$ cat src/rtl/instruction_loader.sv
// -----------------------------------------------------------------------------
// instruction_loader
//
// Writer side of the instruction memory read by the fetch stage. Bytes from
// the UART receiver are assembled into big-endian NB_DATA-bit words (first
// byte received lands in the MSB) and written to consecutive word addresses
// starting at 0. The CPU is held (fetch stall) while a program is loading and
// released when HALT_WORD has been written or the memory is full.
//
// Optional feature (macro LOADER_CHECKSUM_EN): an 8-bit running XOR of every
// received byte (halt word included) is compared against one trailer byte
// sent after HALT_WORD; a mismatch raises o_checksum_err. Without the macro
// o_checksum_err is tied low and HALT_WORD goes straight to DONE.
//
// Ports:
//   i_clock        system clock, rising edge
//   i_reset        asynchronous active-low reset
//   i_rx_data      received byte, qualified by i_rx_valid
//   i_rx_valid     one-cycle strobe per received byte
//   i_start        one-cycle pulse that begins a load (IDLE or DONE only)
//   o_wr_en        memory write enable, one cycle per word
//   o_wr_addr      word address of the write
//   o_wr_data      word being written
//   o_cpu_hold     fetch stall request, high while loading
//   o_done         load finished (level)
//   o_overflow     memory filled before HALT_WORD arrived
//   o_word_count   words written in the current/last load
//   o_checksum_err trailer byte did not match the running XOR
// -----------------------------------------------------------------------------
module instruction_loader #(
    parameter int                 NB_DATA   = 32,
    parameter int                 NB_BYTE   = 8,
    parameter int                 NB_ADDR   = 10,
    parameter logic [NB_DATA-1:0] HALT_WORD = 32'hFFFF_FFFF
) (
    input  logic               i_clock,
    input  logic               i_reset,
    input  logic [NB_BYTE-1:0] i_rx_data,
    input  logic               i_rx_valid,
    input  logic               i_start,
    output logic               o_wr_en,
    output logic [NB_ADDR-1:0] o_wr_addr,
    output logic [NB_DATA-1:0] o_wr_data,
    output logic               o_cpu_hold,
    output logic               o_done,
    output logic               o_overflow,
    output logic [NB_ADDR:0]   o_word_count,
    output logic               o_checksum_err
);

    localparam int                 N_BYTES   = NB_DATA / NB_BYTE;
    localparam int                 NB_BCNT   = (N_BYTES > 1) ? $clog2(N_BYTES) : 1;
    localparam logic [NB_BCNT-1:0] LAST_BYTE = NB_BCNT'(N_BYTES - 1);
    localparam logic [NB_BCNT-1:0] BCNT_ONE  = NB_BCNT'(1'b1);
    localparam logic [NB_ADDR-1:0] ADDR_LAST = {NB_ADDR{1'b1}};
    localparam logic [NB_ADDR-1:0] ADDR_ONE  = {{(NB_ADDR-1){1'b0}}, 1'b1};
    localparam logic [NB_ADDR:0]   WCNT_ONE  = {{NB_ADDR{1'b0}}, 1'b1};

    typedef enum logic [2:0] {
        ST_IDLE  = 3'd0,
        ST_RECV  = 3'd1,
        ST_WRITE = 3'd2,
`ifdef LOADER_CHECKSUM_EN
        ST_CHECK = 3'd3,
`endif
        ST_DONE  = 3'd4
    } state_t;

    // Shift a new byte into the low end; older bytes move toward the MSB.
    function automatic logic [NB_DATA-1:0] shift_in(input logic [NB_DATA-1:0] word,
                                                    input logic [NB_BYTE-1:0] data);
        return {word[NB_DATA-NB_BYTE-1:0], data};
    endfunction

`ifdef LOADER_CHECKSUM_EN
    // Running XOR checksum over received bytes.
    function automatic logic [7:0] csum_update(input logic [7:0]         acc,
                                               input logic [NB_BYTE-1:0] data);
        return acc ^ 8'(data);
    endfunction
`endif

    state_t               state_r, state_s;
    logic [NB_DATA-1:0]   shift_r, shift_s;
    logic [NB_BCNT-1:0]   byte_cnt_r, byte_cnt_s;
    logic [NB_ADDR-1:0]   addr_r, addr_s;
    logic                 wr_en_r, wr_en_s;
    logic [NB_ADDR-1:0]   wr_addr_r, wr_addr_s;
    logic [NB_DATA-1:0]   wr_data_r, wr_data_s;
    logic                 hold_r, hold_s;
    logic                 done_r, done_s;
    logic                 ovf_r, ovf_s;
    logic [NB_ADDR:0]     wcnt_r, wcnt_s;
`ifdef LOADER_CHECKSUM_EN
    logic [7:0]           csum_r, csum_s;
    logic                 csum_err_r, csum_err_s;
`endif

    // FSM state register.
    always_ff @(posedge i_clock or negedge i_reset) begin
        if (!i_reset) begin
            state_r <= ST_IDLE;
        end else begin
            state_r <= state_s;
        end
    end

    // Next-state, datapath and next-output logic; every output is registered.
    always_comb begin
        state_s    = state_r;
        shift_s    = shift_r;
        byte_cnt_s = byte_cnt_r;
        addr_s     = addr_r;
        wr_en_s    = 1'b0;
        wr_addr_s  = wr_addr_r;
        wr_data_s  = wr_data_r;
        hold_s     = hold_r;
        done_s     = done_r;
        ovf_s      = ovf_r;
        wcnt_s     = wcnt_r;
`ifdef LOADER_CHECKSUM_EN
        csum_s     = csum_r;
        csum_err_s = csum_err_r;
`endif
        case (state_r)
            ST_IDLE, ST_DONE: begin
                if (i_start) begin
                    state_s    = ST_RECV;
                    shift_s    = {NB_DATA{1'b0}};
                    byte_cnt_s = {NB_BCNT{1'b0}};
                    addr_s     = {NB_ADDR{1'b0}};
                    wcnt_s     = {(NB_ADDR+1){1'b0}};
                    ovf_s      = 1'b0;
                    hold_s     = 1'b1;
                    done_s     = 1'b0;
`ifdef LOADER_CHECKSUM_EN
                    csum_s     = 8'h00;
                    csum_err_s = 1'b0;
`endif
                end else begin
                    state_s = state_r;
                end
            end
            ST_RECV: begin
                if (i_rx_valid) begin
                    shift_s = shift_in(shift_r, i_rx_data);
`ifdef LOADER_CHECKSUM_EN
                    csum_s  = csum_update(csum_r, i_rx_data);
`endif
                    if (byte_cnt_r == LAST_BYTE) begin
                        // Word complete: present it on the write port next cycle.
                        byte_cnt_s = {NB_BCNT{1'b0}};
                        wr_en_s    = 1'b1;
                        wr_addr_s  = addr_r;
                        wr_data_s  = shift_s;
                        wcnt_s     = wcnt_r + WCNT_ONE;
                        state_s    = ST_WRITE;
                    end else begin
                        byte_cnt_s = byte_cnt_r + BCNT_ONE;
                    end
                end else begin
                    state_s = ST_RECV;
                end
            end
            ST_WRITE: begin
                if (wr_data_r == HALT_WORD) begin
`ifdef LOADER_CHECKSUM_EN
                    state_s = ST_CHECK;
`else
                    state_s = ST_DONE;
                    hold_s  = 1'b0;
                    done_s  = 1'b1;
`endif
                end else if (addr_r == ADDR_LAST) begin
                    // Memory full without a halt word; address does not wrap.
                    state_s = ST_DONE;
                    ovf_s   = 1'b1;
                    hold_s  = 1'b0;
                    done_s  = 1'b1;
                end else begin
                    addr_s  = addr_r + ADDR_ONE;
                    state_s = ST_RECV;
                    // A byte arriving now is byte 0 of the next word.
                    if (i_rx_valid) begin
                        shift_s    = shift_in(shift_r, i_rx_data);
                        byte_cnt_s = BCNT_ONE;
`ifdef LOADER_CHECKSUM_EN
                        csum_s     = csum_update(csum_r, i_rx_data);
`endif
                    end else begin
                        byte_cnt_s = {NB_BCNT{1'b0}};
                    end
                end
            end
`ifdef LOADER_CHECKSUM_EN
            ST_CHECK: begin
                if (i_rx_valid) begin
                    csum_err_s = (8'(i_rx_data) != csum_r);
                    state_s    = ST_DONE;
                    hold_s     = 1'b0;
                    done_s     = 1'b1;
                end else begin
                    state_s = ST_CHECK;
                end
            end
`endif
            default: begin
                // Illegal encoding: fall back to a safe, released state.
                state_s = ST_IDLE;
                hold_s  = 1'b0;
                done_s  = 1'b0;
            end
        endcase
    end

    // Datapath and output registers.
    always_ff @(posedge i_clock or negedge i_reset) begin
        if (!i_reset) begin
            shift_r    <= {NB_DATA{1'b0}};
            byte_cnt_r <= {NB_BCNT{1'b0}};
            addr_r     <= {NB_ADDR{1'b0}};
            wr_en_r    <= 1'b0;
            wr_addr_r  <= {NB_ADDR{1'b0}};
            wr_data_r  <= {NB_DATA{1'b0}};
            hold_r     <= 1'b0;
            done_r     <= 1'b0;
            ovf_r      <= 1'b0;
            wcnt_r     <= {(NB_ADDR+1){1'b0}};
`ifdef LOADER_CHECKSUM_EN
            csum_r     <= 8'h00;
            csum_err_r <= 1'b0;
`endif
        end else begin
            shift_r    <= shift_s;
            byte_cnt_r <= byte_cnt_s;
            addr_r     <= addr_s;
            wr_en_r    <= wr_en_s;
            wr_addr_r  <= wr_addr_s;
            wr_data_r  <= wr_data_s;
            hold_r     <= hold_s;
            done_r     <= done_s;
            ovf_r      <= ovf_s;
            wcnt_r     <= wcnt_s;
`ifdef LOADER_CHECKSUM_EN
            csum_r     <= csum_s;
            csum_err_r <= csum_err_s;
`endif
        end
    end

    assign o_wr_en      = wr_en_r;
    assign o_wr_addr    = wr_addr_r;
    assign o_wr_data    = wr_data_r;
    assign o_cpu_hold   = hold_r;
    assign o_done       = done_r;
    assign o_overflow   = ovf_r;
    assign o_word_count = wcnt_r;
`ifdef LOADER_CHECKSUM_EN
    assign o_checksum_err = csum_err_r;
`else
    assign o_checksum_err = 1'b0;
`endif

endmodule

$ cat config.mk
export PLATFORM = sky130hd
export DESIGN_NAME = instruction_loader
export DESIGN_NICKNAME = d
export VERILOG_FILES = /design/src/rtl/instruction_loader.sv
export SDC_FILE = /design/constraint.sdc
export NUM_CORES = 1
export LEC_CHECK = 0
export ABC_AREA = 0
export CORE_MARGIN = 1
export CORE_UTILIZATION = 35
export CTS_CLUSTER_DIAMETER = 80
export DETAILED_ROUTE_END_ITERATION = 6
export PLACE_DENSITY = 0.66
export SLEW_MARGIN = 10
export SYNTH_ARGS = -nofsm -noshare
export SYNTH_HDL_FRONTEND = slang
export SYNTH_SLANG_ARGS = --single-unit
$ cat constraint.sdc
create_clock -name i_clock -period 5 [get_ports i_clock]
set_input_delay 0.75 -clock i_clock [delete_from_list [all_inputs] [get_ports i_clock]]
set_output_delay 0.75 -clock i_clock [all_outputs]
set_load 0.02 [all_outputs]
; ---- Word level (Yosys, flattened, before mapping)
; Index checks and enable logic that the tools add are counted.
[op_classes]
eq_ne = 14
bitwise_logic = 1
add_sub_neg = 3
reduce_logical = 13
muxes = 39
[op_table]
columns = operator, n
row1 = 2-to-1 mux 32 bit, 4
row2 = one-hot mux 32 bit (3 select lines), 1
row3 = 2-to-1 mux 11 bit, 3
row4 = "equality test 32 bit, second input constant", 1
row5 = 2-to-1 mux 10 bit, 3
row6 = one-hot mux 11 bit (2 select lines), 1
row7 = one-hot mux 10 bit (2 select lines), 1
row8 = AND reduction 4 bit, 4
row9 = 2-to-1 mux 3 bit, 5
row10 = "!= test 2 bit, second input constant", 6
row11 = "adder 11 x 1 -> 11 bit, second input constant", 1
row12 = 2-to-1 mux 1 bit, 11
row13 = "adder 10 x 1 -> 10 bit, second input constant", 1
row14 = "equality test 10 bit, second input constant", 1
row15 = 2-to-1 mux 2 bit, 5
row16 = one-hot mux 3 bit (3 select lines), 1
row17 = "!= test 3 bit, second input constant", 2
row18 = one-hot mux 1 bit (3 select lines), 2
row19 = one-hot mux 2 bit (3 select lines), 1
row20 = AND reduction 3 bit, 2
row21 = AND reduction 5 bit, 1
row22 = nonzero test 2 bit, 2
row23 = "equality test 3 x 1 -> 1 bit, second input constant", 1
row24 = "equality test 3 x 2 -> 1 bit, second input constant", 1
row25 = 9 further kinds, 9
[word_totals]
reg_bits = 104
in_bits = 12
output_inout_bits = 58

; ---- Logic depth before layout (Yosys ltp)
; Gate-level depths: netlist of the first run.
[logic_depth]
ltp_word = 4
mapped_depth = 8

; ---- Worst setup path after synthesis of the first run
; OpenSTA, ideal clock, no wires.
[synth_timing]
path_type = reg2reg
start = reg addr_r[0]
end = reg shift_r[12]
synth_period_minus_slack_ns = 2.137
n_path_buf = 2
required_time_ns = 4.875
setup_slack_ns = 2.863
path_stages_with_launch = 9
arrival_time_ns = 2.012
cell_sequence = dfrtp_1 > ha_1 > nand3_2 > or4_4 > buf_6 > a2bb2oi_2 > o221ai_4 > buf_12 > mux2_4
[synth_between]
elab_chain_cells = 3
[synth_rtl]
columns = element, line_no
row1 = start: declaration, 86  ; logic [NB_ADDR-1:0] addr_r, addr_s;
row2 = start signal: assignment, 221  ; addr_r <= {NB_ADDR{1'b0}};
row3 = start signal: assignment, 236  ; addr_r <= addr_s;
row4 = equality test 10 bit, 174  ; end else if (addr_r == ADDR_LAST) begin
row5 = != test 2 bit (no line), n/a
row6 = AND reduction 4 bit (no line), n/a
row7 = end signal: assignment, 219  ; shift_r <= {NB_DATA{1'b0}};
row8 = end signal: assignment, 234  ; shift_r <= shift_s;
row9 = end: declaration, 84  ; logic [NB_DATA-1:0] shift_r, shift_s;
; Every way passes these cells.
; A chain may end at the register's enable or synchronous reset.

; ---- Worst setup path after layout of the first run
[layout_timing]
start = reg wr_data_r[26], in the netlist o_wr_data[26]
end = reg shift_r[8]
[layout_between]
elab_chain_cells = 3
[layout_rtl]
columns = element, line_no
row1 = start: declaration, 89  ; logic [NB_DATA-1:0] wr_data_r, wr_data_s;
row2 = start signal: assignment, 224  ; wr_data_r <= {NB_DATA{1'b0}};
row3 = start signal: assignment, 239  ; wr_data_r <= wr_data_s;
row4 = equality test 32 bit, 166  ; if (wr_data_r == HALT_WORD) begin
row5 = != test 2 bit (no line), n/a
row6 = AND reduction 4 bit (no line), n/a
; Every way passes these cells.

==> impl_metrics.env, run 1 <==
export IMPL_grt_pass1_wl_microns=15400
export IMPL_yosysTopAreaCell="dfrtp_1"
export IMPL_clockRootBuffer="clkbuf_16"
export IMPL_synth_area_sq_mm=0.00428
export IMPL_wirelength_microns=8820
export IMPL_syn_area_per_cell_sq_um=11.9
export IMPL_die_height_microns=113
export IMPL_fin_crit_sh=0.540
export IMPL_use_met2=0.235
export IMPL_layout_setup_ws_ps=2300
export IMPL_final_common_cell="dfrtp_1"
export IMPL_rr_startpoint="o_wr_data[26]"
export IMPL_finalPower_w=0.00328
export IMPL_pin_count=70
export IMPL_worst_slew_pin_slew_ps=1140
export IMPL_grt_use_total=0.153
export IMPL_critPathKind="flop to flop"
export IMPL_antenna_cells=0
export IMPL_timing_rr_end="shift_r[8]"
export IMPL_yosys_register_bits=96
export IMPL_dpl_worst_slack_ps=1990
export IMPL_rsz0062_at_grt="false"
export IMPL_drtIter0Drc=145
export IMPL_fin_setup_tns_ps=0
export IMPL_cp_end_kind="flop"
export IMPL_yosysTopAreaCellShare=0.562
export IMPL_syn_inst=360
export IMPL_num_vias=2882
export IMPL_reg2reg_setup_slack_ps=2300
export IMPL_drtPass1Iterations=4
export IMPL_nets=442
export IMPL_final_layout_size_suffix_gt1_frac=0.185
export IMPL_worst_ep_required_time_ps=5230
export IMPL_antenna_found_initial=0
export IMPL_synth_xor_area_share=0.0184
export IMPL_synth_compound_area_frac=0.0492
export IMPL_htreeDepth=3
export IMPL_synth_seq_area_share=0.562
export IMPL_fin_crit_ps=2700
export IMPL_postCtsSetupBuffers=0
export IMPL_cp_arrival_ps=2920
export IMPL_hold_violations=0
export IMPL_synthSimpleGateAreaFrac=0.123
export IMPL_placement_io_buffers=68
export IMPL_start_util=0.358
export IMPL_synth_area_top_cells="dfrtp_1, mux2_2, mux2i_1, nand2_1, inv_1"
export IMPL_ctsHoldBuffers=0
export IMPL_cts_buffers=9
export IMPL_use_met1=0.218
export IMPL_critPathMaxFanout=24
export IMPL_die_w_microns=113
export IMPL_fillers=1118
export IMPL_clockBufferDepth=2
export IMPL_place_gp_congestion=0.749
export IMPL_fp_row_count=40
export IMPL_maxSlewViolCount=0
export IMPL_vias_per_cell=4.98
export IMPL_synth_adder_area_share=0.00878
export IMPL_synth_top_family_by_area="multiplexers"
export IMPL_area_growth_pct=26.2
export IMPL_rr_worst_depth=5
export IMPL_synth_edf_count=0
export IMPL_ys_async_sr_fraction=1.00
export IMPL_relSlewSlack=0.239
export IMPL_post_cts_resized=0
export IMPL_antenna_left=0
export IMPL_p_per_area_mw_per_mm2=608
export IMPL_fin_skew_ps=9.12
export IMPL_grt_overflow_total=0
export IMPL_fp_coreArea_sq_mm=0.0120
export IMPL_setup_viol=0
export IMPL_maxCapViolations=0
export IMPL_hp_class="input port to asynchronous set/reset pin"
export IMPL_grt_max_degree=50
export IMPL_dpl_hpwl_microns=6210
export IMPL_ys_warn_count=0
export IMPL_final_cell_mix="dfrtp_1, clkdlybuf4s50_1, mux2_2"
export IMPL_clk_insertion_delay_late_ps=340
export IMPL_wire_per_inst_microns=15.2
export IMPL_synthMuxAreaShare=0.191
export IMPL_grt_pass1_vias=2986
export IMPL_p_leak_nw=2.44
export IMPL_grt_use_met3=0.0292
export IMPL_ir_drop_uv=306
export IMPL_fmax_mhz=371
export IMPL_utilization=0.451
export IMPL_synth_cell_types=44
export IMPL_syn_nets=375
export IMPL_dieArea_sq_mm=0.0127
export IMPL_critPathLaunchType="flop"
export IMPL_grt_busiest_layer="met2"
export IMPL_clkTransAtPathRegs_ps=70
export IMPL_ys_flop_type="dfrtp_1"
export IMPL_cts_tree="done"
export IMPL_outcome="finished clean"
export IMPL_clock_sinks=96
export IMPL_drc_errors=0
synthesized netlist by cell type (all sizes together), types with 2 or more instances:
library cell,n
dfrtp,96
nor3,4
a21oi,11
xnor2,6
ha,3
nand4,12
nand3b,2
mux2,50
a31o,3
and3,2
nand3,12
nand2b,3
xor2,3
nor2,27
nand2,37
buf,12
clkbuf,3
inv,26
mux2i,24
nor4,4
o21ai,3
or3,2
cells by family (layout without fill, tap and decap cells):
| family | after synthesis | after routing |
|---|---|---|
| simple gates | 109 | 109 |
| flops | 96 | 96 |
| mux | 74 | 74 |
| buf+inv | 41 | 113 |
| compound gates | 27 | 27 |
| xor+xnor | 9 | 9 |
| fa+ha+maj | 3 | 3 |
| other cells | 1 | 1 |
power by group:
group / switching [W] / total [W] / leakage, nW / internal [W]
Sequential: 0.000220 / 0.00128 / 1.26 / 0.00106
Combinational: 0.000610 / 0.00124 / 1.02 / 0.000628
Clock: 0.000307 / 0.000767 / 0.166 / 0.000460
Total: 0.00114 / 0.00328 / 2.44 / 0.00215
metal layers:
metal,vias to the layer above,part of all wire,wire (microns)
met5,-,0,0
met4,0,0.012,102
met3,8,0.039,348
met2,59,0.46,4030
met1,1434,0.49,4340
li1,1381,-,-
sequential cells by signal, summed over array words and instances, names as in the netlist:
| register | count |
|---|---|
| o_word_count | 11 |
| o_wr_data | 32 |
| addr_r | 10 |
| o_cpu_hold | 1 |
| byte_cnt_r | 2 |
| o_done | 1 |
| state_r | 3 |
| o_overflow | 1 |
| o_wr_en | 1 |
| shift_r | 24 |
| o_wr_addr | 10 |
stage by stage:
step	std cells	hold WS (ps)	cell area (sq um)
6_report	579	429	5400
5_1_grt	579	478	5400
4_1_cts	579	450	5400
3_5_place_dp	563	493	5060
3_3_place_gp	563	482	5060
2_1_floorplan	360	454	4280
final cells by class:
| cell class | instances | area (sq um) | share of cell area |
|---|---|---|---|
| tap | 147 | 184 | 0.0341 |
| clock inverter | 6 | 97.6 | 0.0181 |
| inverter | 26 | 97.6 | 0.0181 |
| multi-input combinational | 223 | 1680 | 0.311 |
| sequential | 96 | 2400 | 0.445 |
| timing repair buffer | 71 | 701 | 0.130 |
| clock buffer | 10 | 239 | 0.0443 |
worst max-delay path by stage:
stage                   from            end  slack (ps)  depth (start not counted)
2_1_floorplan      addr_r[0]    shift_r[12]        2860                          8
3_3_place_gp      i_rx_valid  o_wr_data[13]        2050                          5
3_5_place_dp      i_rx_valid  o_wr_data[13]        1990                          5
4_1_cts        o_wr_data[26]     shift_r[8]        2280                          5
5_1_grt        o_wr_data[30]     shift_r[8]        2110                          5
6_report       o_wr_data[26]     shift_r[8]        2300                          5
worst max-delay path, stage by stage (launching register included):
cell      delay, ps
dfrtp_1         400
nand4_1         120
nor4_1          520
nand2_1         260
o221ai_4        860
mux2_2          420
Power figures use the tool's default switching activity.
==> run 2: changes to the inputs <==
--- a/config.mk
+++ b/config.mk
@@ -10,7 +10,7 @@
 export CORE_UTILIZATION = 35
 export CTS_CLUSTER_DIAMETER = 80
 export DETAILED_ROUTE_END_ITERATION = 6
-export PLACE_DENSITY = 0.66
+export PLACE_DENSITY = 0.68
 export SLEW_MARGIN = 10
 export SYNTH_ARGS = -nofsm -noshare
 export SYNTH_HDL_FRONTEND = slang
==> constraint.sdc (replaced) <==
create_clock -name i_clock -period 2.4 [get_ports i_clock]
set_input_delay 0.36 -clock i_clock [delete_from_list [all_inputs] [get_ports i_clock]]
set_output_delay 0.36 -clock i_clock [all_outputs]
set_load 0.02 [all_outputs]
==> impl_metrics.env, run 2 (same netlist as run 1, synthesis figures left out) <==
export IMPL_clockRootBuffer="clkbuf_16"
export IMPL_rsz0062_at_grt="false"
export IMPL_fp_coreArea_sq_mm=0.0120
export IMPL_die_height_microns=113
export IMPL_critPathMaxFanout=19
export IMPL_grt_pass1_vias=2934
export IMPL_worst_ep_required_time_ps=2670
export IMPL_cts_buffers=9
export IMPL_grt_overflow_total=0
export IMPL_ir_drop_uv=779
export IMPL_final_common_cell="dfrtp_1"
export IMPL_vias_per_cell=4.94
export IMPL_wire_per_inst_microns=15.1
export IMPL_drc_errors=0
export IMPL_finalPower_w=0.00676
export IMPL_clock_sinks=96
export IMPL_post_cts_resized=0
export IMPL_drtPass1Iterations=4
export IMPL_fmax_mhz=447
export IMPL_start_util=0.358
export IMPL_htreeDepth=3
export IMPL_cp_arrival_ps=2510
export IMPL_maxSlewViolCount=0
export IMPL_die_w_microns=113
export IMPL_largest_register_ffs=32
export IMPL_relSlewSlack=0.323
export IMPL_area_growth_pct=28.0
export IMPL_antenna_found_initial=0
export IMPL_final_cell_mix="dfrtp_1, clkdlybuf4s50_1, mux2_2"
export IMPL_pin_count=70
export IMPL_path_buf_inv=2
export IMPL_grt_pass1_wl_microns=14900
export IMPL_postCtsSetupBuffers=0
export IMPL_crit_family="simple AND/OR/NAND/NOR gates"
export IMPL_cts_tree="done"
export IMPL_dpl_worst_slack_ps=186
export IMPL_antenna_left=0
export IMPL_cp_end_kind="flop"
export IMPL_outcome="complete, but fails checks"
export IMPL_place_gp_congestion=0.802
export IMPL_worst_hold_slack_ps=-3.56
export IMPL_hold_violations=2
export IMPL_grt_max_degree=46
export IMPL_ctsHoldBuffers=0
export IMPL_worst_slew_pin_slew_ps=1020
export IMPL_hp_class="input port to asynchronous set/reset pin"
export IMPL_cp_cell_sequence="ha_1 -> nand3_2 -> or4_4 -> a2bb2oi_2 -> o221ai_4 -> buf_12 -> buf_4 -> mux2i_1"
export IMPL_clockBufferDepth=2
export IMPL_clk_insertion_delay_late_ps=350
export IMPL_maxCapViolations=0
export IMPL_violations="hold timing"
export IMPL_drtIter0Drc=170
export IMPL_grt_use_total=0.153
export IMPL_critPathLaunchType="flop"
export IMPL_fin_crit_ps=2240
export IMPL_num_vias=2907
export IMPL_p_per_area_mw_per_mm2=1240
export IMPL_critPathKind="flop to flop"
export IMPL_fin_skew_ps=7.23
export IMPL_nets=452
export IMPL_placement_io_buffers=68
export IMPL_dpl_hpwl_microns=6240
export IMPL_finalInstanceArea_sq_mm=0.00547
export IMPL_fin_setup_tns_ps=0
export IMPL_cp_slowest_cell="or4_4"
export IMPL_placed_area_sq_mm=0.00517
export IMPL_final_layout_size_suffix_gt1_frac=0.201
export IMPL_layout_setup_ws_ps=163
export IMPL_fp_row_count=40
export IMPL_dieArea_sq_mm=0.0127
export IMPL_fin_crit_sh=0.932
export IMPL_p_leak_nw=2.48
export IMPL_wirelength_microns=8920
export IMPL_setup_viol=0
export IMPL_antenna_cells=0
export IMPL_clkTransAtPathRegs_ps=70
export IMPL_slowest_delay_ps=550
run 2: changes by cell type in the layout (fill, tap and decap cells not counted), sizes merged:
| cell | delta |
|---|---|
| buf | +10 |
| clkinv | +2 |
| inv | -2 |
| bufinv | -1 |
| clkinvlp | +1 |
run 2: final cells by class:
type,count,area (sq um)
clock buffers,10,229
multi-input cells,223,1680
repair buffers,81,813
well taps,147,184
clock inverters,6,68.8
inverters,26,97.6
flip-flops and latches,96,2400
fillers,1127,6490
run 2: path summary, 6_finish.rpt:
check / cells past startpoint / slack, ps / from / endpoint
worst max register to register: 8 / 160 / addr_r[0] / shift_r[21]
worst max-delay path: 8 / 160 / addr_r[0] / shift_r[21]
max in group asynchronous: 2 / 1810 / i_reset / o_word_count[9]
worst min register to register: 1 / 500 / addr_r[9] / addr_r[9]
min in group i_clock: 1 / 500 / addr_r[9] / addr_r[9]
worst min-delay path: 1 / -4 / i_reset / o_word_count[10]
run 2: per-stage QoR:
step | instances | utilization
2_1_floorplan | 360 | -
3_3_place_gp | 573 | 0.433
3_5_place_dp | 573 | 0.433
4_1_cts | 589 | 0.458
5_1_grt | 589 | 0.458
6_report | 589 | 0.458
run 2: power by group:
| group | internal (W) | total [W] | switching, W |
|---|---|---|---|
| logic | 0.00138 | 0.00268 | 0.00130 |
| clock network | 0.000813 | 0.00144 | 0.000626 |
| registers | 0.00221 | 0.00264 | 0.000435 |
| total | 0.00440 | 0.00676 | 0.00236 |
run 2: per-layer routing:
metal,global-route usage,vias up,part of all wire
met1,0.210,1417,0.48
met4,0.0596,0,0.015
met2,0.225,79,0.45
met3,0.0481,11,0.056
met5,0,-,0
li1,-,1400,-
==> run 3: changes to the inputs <==
--- a/config.mk
+++ b/config.mk
@@ -8,6 +8,7 @@
 export ABC_AREA = 0
 export CORE_MARGIN = 1
 export CORE_UTILIZATION = 35
+export CTS_BUF_LIST = sky130_fd_sc_hd__clkbuf_8
 export CTS_CLUSTER_DIAMETER = 80
 export DETAILED_ROUTE_END_ITERATION = 6
 export PLACE_DENSITY = 0.68
==> constraint.sdc (replaced) <==
create_clock -name i_clock -period 2.4 [get_ports i_clock]
set_input_delay 0.24 -clock i_clock [delete_from_list [all_inputs] [get_ports i_clock]]
set_output_delay 0.24 -clock i_clock [all_outputs]
set_load 0.02 [all_outputs]
==> impl_metrics.env, run 3 (same netlist as run 1, synthesis figures left out) <==
export IMPL_layout_setup_ws_ps=162
export IMPL_rsz0062_at_grt="false"
export IMPL_slowest_delay_ps=540
export IMPL_grt_max_degree=52
export IMPL_clockBufferDepth=2
export IMPL_fin_crit_ps=2240
export IMPL_wirelength_microns=8760
export IMPL_dpl_worst_slack_ps=154
export IMPL_dpl_hpwl_microns=6160
export IMPL_ir_drop_uv=663
export IMPL_clk_insertion_delay_late_ps=380
export IMPL_drt_met1_wl_microns=4210
export IMPL_die_height_microns=113
export IMPL_p_per_area_mw_per_mm2=1200
export IMPL_fillers=1089
export IMPL_drc_errors=0
export IMPL_num_vias=2911
export IMPL_critPathKind="flop to flop"
export IMPL_dr_max_layer_used="met4"
export IMPL_clock_sinks=96
export IMPL_antenna_cells=0
export IMPL_fin_skew_ps=10.9
export IMPL_cp_end_kind="flop"
export IMPL_reg2reg_setup_slack_ps=160
export IMPL_dieArea_sq_mm=0.0127
export IMPL_cp_slowest_cell="or4_4"
export IMPL_path_buf_inv=1
export IMPL_placement_io_buffers=68
export IMPL_pin_count=70
export IMPL_setup_viol=0
export IMPL_crit_family="simple AND/OR/NAND/NOR gates"
export IMPL_hold_violations=0
export IMPL_fp_row_count=40
export IMPL_final_cell_mix="dfrtp_1, clkdlybuf4s50_1, mux2_2"
export IMPL_multi_input_area_sq_mm=0.00168
export IMPL_grt_use_total=0.154
export IMPL_die_w_microns=113
export IMPL_area_growth_pct=26.2
export IMPL_worst_ep_required_time_ps=2670
export IMPL_cts_tree="done"
export IMPL_drtPass1Iterations=4
export IMPL_fmax_mhz=447
export IMPL_cp_arrival_ps=2510
export IMPL_critPathLaunch="addr_r[0]"
export IMPL_antenna_left=0
export IMPL_critPathLaunchType="flop"
export IMPL_maxSlewViolCount=0
export IMPL_cts_buffers=9
export IMPL_place_gp_congestion=0.799
export IMPL_htreeDepth=3
export IMPL_clockRootBuffer="clkbuf_8"
export IMPL_wire_per_inst_microns=14.9
export IMPL_outcome="finished clean"
export IMPL_final_common_cell="dfrtp_1"
export IMPL_timing_rr_end="shift_r[8]"
export IMPL_fin_crit_sh=0.933
export IMPL_p_leak_nw=2.44
export IMPL_grt_pass1_wl_microns=15100
export IMPL_rr_startpoint="addr_r[0]"
export IMPL_antenna_found_initial=0
export IMPL_fp_coreArea_sq_mm=0.0120
export IMPL_cp_cell_sequence="ha_1 -> nand3_2 -> or4_4 -> a2bb2oi_2 -> o221ai_4 -> buf_12 -> mux2_2"
export IMPL_grt_pass1_vias=2973
export IMPL_largest_register_ffs=32
export IMPL_final_layout_size_suffix_gt1_frac=0.200
export IMPL_nets=451
export IMPL_worst_slew_pin_slew_ps=973
export IMPL_drtIter0Drc=130
export IMPL_start_util=0.358
export IMPL_register_area_sq_mm=0.00240
export IMPL_grt_overflow_total=0
export IMPL_rr_worst_depth=7
export IMPL_maxCapViolations=0
export IMPL_met3WireLength_microns=478
export IMPL_hp_class="input port to asynchronous set/reset pin"
export IMPL_critPathMaxFanout=24
export IMPL_worst_hold_slack_ps=401
export IMPL_fin_setup_tns_ps=0
export IMPL_relSlewSlack=0.352
export IMPL_wl_met2_microns=3900
export IMPL_vias_per_cell=4.95
export IMPL_clkTransAtPathRegs_ps=90
==> run 3: final cells by class <==
cell class	count	share of cell area
multi-input cells	223	0.312
clock inverters	7	0.0179
repair buffers	80	0.150
well taps	147	0.0341
flip-flops and latches	96	0.445
inverters	26	0.0181
clock buffers	9	0.0230
==> run 3: how the worst max path moves through the flow <==
stage,cells past startpoint,endpoint
2_1_floorplan,8,shift_r[12]
3_3_place_gp,7,shift_r[11]
3_5_place_dp,6,shift_r[8]
4_1_cts,6,shift_r[8]
5_1_grt,6,shift_r[8]
6_report,7,shift_r[8]
==> run 3: metrics by stage <==
step / cells / power, W / util / area, sq um
after global routing: 588 / 0.00690 / 0.451 / 5400
after CTS: 588 / 0.00657 / 0.451 / 5390
after floorplan: 360 / 0.00422 / - / 4280
final: 588 / 0.00648 / 0.451 / 5400
after detailed placement: 571 / 0.00537 / 0.431 / 5160
after global placement: 571 / 0.00529 / 0.431 / 5160
==> run 3: what timing repair did <==
| item | CTS | global route |
|---|---|---|
| resized for setup | 0 | 1 |
| endpoints found under the hold margin | 45 | 0 |
| setup endpoints to repair | 0 | 2 |
| setup buffers | 0 | 0 |
| hold buffers | 1 | 0 |
==> run 3: report_power, final <==
part / internal (W) / leakage, nW / switching [W] / total, W
clock: 0.000588 / 0.107 / 0.000585 / 0.00117
combinational: 0.00137 / 1.07 / 0.00130 / 0.00267
sequential: 0.00220 / 1.26 / 0.000438 / 0.00264
total: 0.00416 / 2.44 / 0.00232 / 0.00648
==> run 3: per-layer routing <==
layer,GRT usage,vias to the layer above
met2,0.226,81
li1,-,1392
met3,0.0540,13
met4,0.0560,0
met5,0,-
met1,0.208,1425
